`src/rtl/ex_muldiv.sv`:
```
// rtl/ex_muldiv.sv - iterative RV32M multiply/divide unit for the EX stage
// Shift-add multiply and restoring divide over 32 cycles, with stall request and registered result.
module ex_muldiv #(
  parameter int XLEN   = 32,
  parameter int REG_AW = 5
) (
  input  logic              clk,
  input  logic              rst,
  input  logic              flush,
  input  logic [6:0]        opcode_in,
  input  logic [2:0]        func3_in,
  input  logic [6:0]        func7_in,
  input  logic [XLEN-1:0]   rs1_in,
  input  logic [XLEN-1:0]   rs2_in,
  input  logic              rd_en_in,
  input  logic [REG_AW-1:0] rd_addr_in,
  output logic              stall_req,
  output logic              busy,
  output logic              result_valid,
  output logic [XLEN-1:0]   result,
  output logic              rd_en_out,
  output logic [REG_AW-1:0] rd_addr_out
);

  typedef enum logic [1:0] {IDLE, CALC, DONE} state_t;

  state_t              state, state_nxt;
  logic [5:0]          count;
  logic [XLEN-1:0]     op_q, acc_hi, acc_lo;
  logic [2:0]          f3_q;
  logic                neg_q, neg_r_q, rd_en_q, rd_en_done;
  logic [REG_AW-1:0]   rd_addr_q;
  logic                stall_c;

  logic                is_m, is_div, a_signed, b_signed, sa, sb;
  logic [XLEN-1:0]     mag_a, mag_b;
  logic                div_zero, div_ovf, special;
  logic [XLEN-1:0]     special_res;

  always_comb begin
    is_m     = (opcode_in == 7'b0110011) && (func7_in == 7'b0000001);
    is_div   = func3_in[2];
    a_signed = is_div ? !func3_in[0] : (func3_in == 3'b001 || func3_in == 3'b010);
    b_signed = is_div ? !func3_in[0] : (func3_in == 3'b001);
    sa       = a_signed & rs1_in[XLEN-1];
    sb       = b_signed & rs2_in[XLEN-1];
    mag_a    = sa ? -rs1_in : rs1_in;
    mag_b    = sb ? -rs2_in : rs2_in;
    div_zero = is_div && (rs2_in == '0);
    div_ovf  = is_div && !func3_in[0] && (rs1_in == {1'b1, {(XLEN-1){1'b0}}}) && (rs2_in == '1);
    special  = div_zero || div_ovf;
    // func3[1] selects the remainder flavour of the divide ops
    if (func3_in[1])
      special_res = div_zero ? rs1_in : '0;
    else
      special_res = div_zero ? '1 : {1'b1, {(XLEN-1){1'b0}}};
  end

  logic [XLEN:0]       mul_sum;
  logic [XLEN:0]       div_sh;
  logic                div_ok;
  logic [XLEN-1:0]     div_diff;
  logic [XLEN-1:0]     nxt_hi, nxt_lo;
  logic [2*XLEN-1:0]   prod_s;
  logic [XLEN-1:0]     quo_s, rem_s, calc_res;

  always_comb begin
    mul_sum  = {1'b0, acc_hi} + (acc_lo[0] ? {1'b0, op_q} : '0);
    div_sh   = {acc_hi, acc_lo[XLEN-1]};
    div_ok   = div_sh >= {1'b0, op_q};
    // the true difference is below the divisor, so 32 bits hold it exactly
    div_diff = div_sh[XLEN-1:0] - op_q;
    if (f3_q[2]) begin
      nxt_hi = div_ok ? div_diff : div_sh[XLEN-1:0];
      nxt_lo = {acc_lo[XLEN-2:0], div_ok};
    end else begin
      nxt_hi = mul_sum[XLEN:1];
      nxt_lo = {mul_sum[0], acc_lo[XLEN-1:1]};
    end
    prod_s = neg_q ? -{nxt_hi, nxt_lo} : {nxt_hi, nxt_lo};
    quo_s  = neg_q ? -nxt_lo : nxt_lo;
    rem_s  = neg_r_q ? -nxt_hi : nxt_hi;
    if (f3_q[2])
      calc_res = f3_q[1] ? rem_s : quo_s;
    else
      calc_res = (f3_q[1:0] == 2'b00) ? prod_s[XLEN-1:0] : prod_s[2*XLEN-1:XLEN];
  end

  always_comb begin
    state_nxt = state;
    stall_c   = 1'b0;
    case (state)
      IDLE: begin
        if (is_m && !flush) begin
          stall_c   = 1'b1;
          state_nxt = special ? DONE : CALC;
        end
      end
      CALC: begin
        if (flush) begin
          state_nxt = IDLE;
        end else begin
          stall_c = 1'b1;
          if (count == 6'd1)
            state_nxt = DONE;
        end
      end
      DONE:    state_nxt = IDLE;
      default: state_nxt = IDLE;
    endcase
    stall_req    = stall_c & ~rst;
    busy         = (state == CALC);
    result_valid = (state == DONE) && !flush;
    rd_en_out    = result_valid && rd_en_done;
  end

  always_ff @(posedge clk or posedge rst) begin
    if (rst) begin
      state       <= IDLE;
      count       <= '0;
      op_q        <= '0;
      acc_hi      <= '0;
      acc_lo      <= '0;
      f3_q        <= '0;
      neg_q       <= 1'b0;
      neg_r_q     <= 1'b0;
      rd_en_q     <= 1'b0;
      rd_addr_q   <= '0;
      rd_en_done  <= 1'b0;
      result      <= '0;
      rd_addr_out <= '0;
    end else begin
      state <= state_nxt;
      case (state)
        IDLE: begin
          if (is_m && !flush) begin
            f3_q      <= func3_in;
            rd_en_q   <= rd_en_in;
            rd_addr_q <= rd_addr_in;
            neg_q     <= sa ^ sb;
            neg_r_q   <= sa;
            if (special) begin
              result      <= special_res;
              rd_addr_out <= rd_addr_in;
              rd_en_done  <= rd_en_in;
            end else begin
              acc_hi <= '0;
              acc_lo <= is_div ? mag_a : mag_b;
              op_q   <= is_div ? mag_b : mag_a;
              count  <= 6'd32;
            end
          end
        end
        CALC: begin
          if (flush) begin
            count <= '0;
          end else begin
            acc_hi <= nxt_hi;
            acc_lo <= nxt_lo;
            count  <= count - 6'd1;
            if (count == 6'd1) begin
              result      <= calc_res;
              rd_addr_out <= rd_addr_q;
              rd_en_done  <= rd_en_q;
            end
          end
        end
        default: ;
      endcase
    end
  end

endmodule

```
`config.mk`:
```
export PLATFORM = sky130hd
export DESIGN_NAME = ex_muldiv
export DESIGN_NICKNAME = d
export VERILOG_FILES = /design/src/rtl/ex_muldiv.sv
export SDC_FILE = /design/constraint.sdc
export NUM_CORES = 1
export LEC_CHECK = 0
export ABC_AREA = 1
export CAP_MARGIN = 10
export CORE_UTILIZATION = 55
export DETAILED_ROUTE_END_ITERATION = 8
export PLACE_DENSITY_LB_ADDON = 0.12
export RECOVER_POWER = 25
export SETUP_SLACK_MARGIN = 0.2
export SKIP_LAST_GASP = 1
export SYNTH_ARGS = -nofsm -noshare
export SYNTH_HDL_FRONTEND = slang
export SYNTH_SLANG_ARGS = --single-unit
```
`constraint.sdc`:
```
create_clock -name clk -period 11.7 [get_ports clk]
set_input_delay 1.17 -clock clk [delete_from_list [all_inputs] [get_ports clk]]
set_output_delay 1.17 -clock clk [all_outputs]
set_load 0.05 [all_outputs]
```
==> reports/results.tsv <==
metric	value	unit
final_cell_mix	nand2_1 (931), inv_1 (451), nor2_1 (330)	
crit_arrival	5860	ps
synth_adder_area_share	4.87	%
r2r_end	result[22]	
drtIter0Drc	3512	
root_buffer	clkbuf_16	
viasPerCell	6.12	
r2r_cells	28	
cp-start-kind	flop	
place_congestion	1.17	
clk-insertion-delay-late	450	ps
vias	23000	
synth_top_area_share	20.1	%
io_pins	131	
outcome	complete, no violations	
grt_max_degree	101	
firstDrtPassIters	9	
drv_slew	0	
setup-violations-final	0	
fill_cells	3229	
fin_crit_sh	46.8	%
row_count	67	
synth-simple-area-share	41.7	%
nets	3454	
powerDensity	357	nW/um^2
max_slew_margin	23.3	%
critPathMaxStageDelay	500	ps
synth_cell_types	58	
syn_nets	3403	
grt_pass1_wl	124	mm
hpwlAfterDp	64.5	mm
final_common_cell	nand2_1	
die-area	35400	sq um
seq_area_frac_synth	20.1	%
fin_skew	13.9	ps
max_cap_violations	0	
required	12080	ps
place_inst	3720	
h-tree-depth	4	
synth-compound-area-share	15.3	%
ys_async_sr_fraction	100	%
cp-startpoint	op_q[20]	
cts_max_path_buffers	2	
synth_edf_count	0	
end_kind	flop	
overflow	0	
initial_core_util	56.4	%
endpoint	result[22]	
cts_hold_buf	0	
drive_gt1_share	7.17	%
core	33800	sq um
hold_viol	0	
ys_ff_latch	153	
drt-wirelength-per-cell	21.7	um
ant_nets	0	
instances_no_fill	3753	
crit_fanout	25	
tns	0	ps
worst_pin_slew	1150	ps
cts_buffers	17	
die_x	188	um
crit_top_cell	nand2_1	
synth_warnings	0	
antenna_found_initial	1	
totalPowerFinal	7.56	mW
cts-resized-gates	0	
synth_top_family_by_area	simple AND/OR/NAND/NOR gates	
crit_slowest_cell	dfrtp_1	
ir_worst_vdd	0.000285	V
syn_inst	3240	
grt_pass1_vias	21600	
yosys-top-cells-area	dfrtp_1 (20%), nand2_1 (18%), inv_1 (8.9%)	
path_clk_slew	70	ps
hold_slack	500	ps
die_y	188	um
drc	0	
synthXorXnorAreaFrac	5.37	%
cts_tree	yes	
synth_mux_area_share	0.407	%
reg2reg_slack	6220	ps
grt_usage	46.0	%
area.growth.synth_to_final	11.0	%
wl	81.5	mm
synth_flop_cell	dfrtp_1	
finalCriticalPeriod	5480	ps
power.leakage	11.2	nW
syn_area	19100	sq um
clkSinkCount	153	
syn_avg_cell_area	5.89	sq um
yosysTopAreaCell	dfrtp_1	
placement.io_buffers	130	
post_cts_buffers	0	
max_freq	183	MHz
rsz0062_at_grt	false	
hold_class	reg2reg	
critical_path_class	reg2reg	
worstReg2RegStart	op_q[20]	
## worst min-delay path by stage
stage,from,endpoint,slack [ps],cells after the start
3_3_place_gp,result[14],result[14],470,2
6_report,result[17],result[17],500,2
4_1_cts,result[14],result[14],500,2
2_1_floorplan,op_q[12],op_q[12],470,2
3_5_place_dp,result[17],result[17],470,2
5_1_grt,rd_addr_q[0],rd_addr_q[0],520,1
## layout make-up
type / count / area (sq um) / area share [%]
inverters: 477 / 1800 / 8.48
diodes: 1 / 2.50 / 0.0118
repair buffers: 153 / 1470 / 6.94
multi-input cells: 2489 / 12900 / 61.1
clock buffers: 17 / 425 / 2.01
well taps: 448 / 561 / 2.65
flip-flops and latches: 153 / 3830 / 18.1
clock inverters: 15 / 153 / 0.721
## cells by family (layout without fill, tap and decap cells)
group,after synthesis,count (layout)
compound gates,534,534
xor+xnor,117,117
fa+ha+maj,73,73
buf+inv,598,662
flops,153,153
mux,7,7
other cells,0,1
simple gates,1758,1758
## critical path: cells and delay by family, from the launching register on
| family | cells | cell delay, ps |
|---|---|---|
| AO/OA/AOI/OAI | 4 | 960 |
| buffers and inverters | 3 | 320 |
| AND/OR/NAND/NOR | 19 | 2880 |
| flip-flops | 1 | 500 |
| adder cells (fa/ha/maj) | 2 | 740 |
## state kept, by name, summed over array words and instances, names as in the netlist
name / flops
neg_q: 1
rd_addr_q: 5
f3_q: 3
state: 2
rd_addr_out: 5
rd_en_q: 1
acc_hi: 32
result: 32
rd_en_done: 1
neg_r_q: 1
acc_lo: 32
count: 6
op_q: 32
## synthesized netlist by cell type, types with 6 or more instances
| cell | count |
|---|---|
| xnor2_1 | 10 |
| a31oi_1 | 11 |
| nand3_2 | 29 |
| or2_2 | 6 |
| nand2_2 | 23 |
| nor4_1 | 6 |
| buf_6 | 8 |
| nand3_4 | 8 |
| buf_1 | 8 |
| and2_1 | 6 |
| mux2_2 | 6 |
| o31ai_1 | 7 |
| nor2_1 | 332 |
| dfrtp_1 | 153 |
| nor2_2 | 28 |
| o211ai_1 | 27 |
| inv_2 | 20 |
| inv_1 | 453 |
| o21ai_0 | 258 |
| nand4_1 | 64 |
| clkbuf_1 | 81 |
| ha_1 | 71 |
| o21ai_1 | 17 |
| nand2_1 | 931 |
| nand4_2 | 6 |
| nor2_4 | 25 |
| nand3_1 | 236 |
| buf_2 | 23 |
| o21bai_1 | 8 |
| xor2_1 | 107 |
| o22ai_1 | 27 |
| a21oi_1 | 157 |
| nor3_1 | 37 |
## where the power goes
| group | internal (mW) | switching, mW | total (mW) |
|---|---|---|---|
| clock network | 0.285 | 0.272 | 0.557 |
| registers | 0.763 | 0.275 | 1.04 |
| logic | 1.67 | 4.30 | 5.97 |
## per-stage QoR
step                setup WS [ps]  cell area (sq um)  util (%)
floorplan                    5540              19100         -
global placement             6680              20600      60.9
detailed placement           6560              20600      60.9
CTS                          6620              21200      62.6
global route                 6050              21200      62.6
finish                       6220              21200      62.7
## routing by layer
metal  share of wire [%]  up-vias  GRT usage, %
met2                  43     1638          70.8
met4                 9.4        0          37.5
met1                  36    10400          56.1
met5                   0        -             0
met3                  11      372          8.60
li1                    -    10500             -
(Power assumes the default switching activity.)
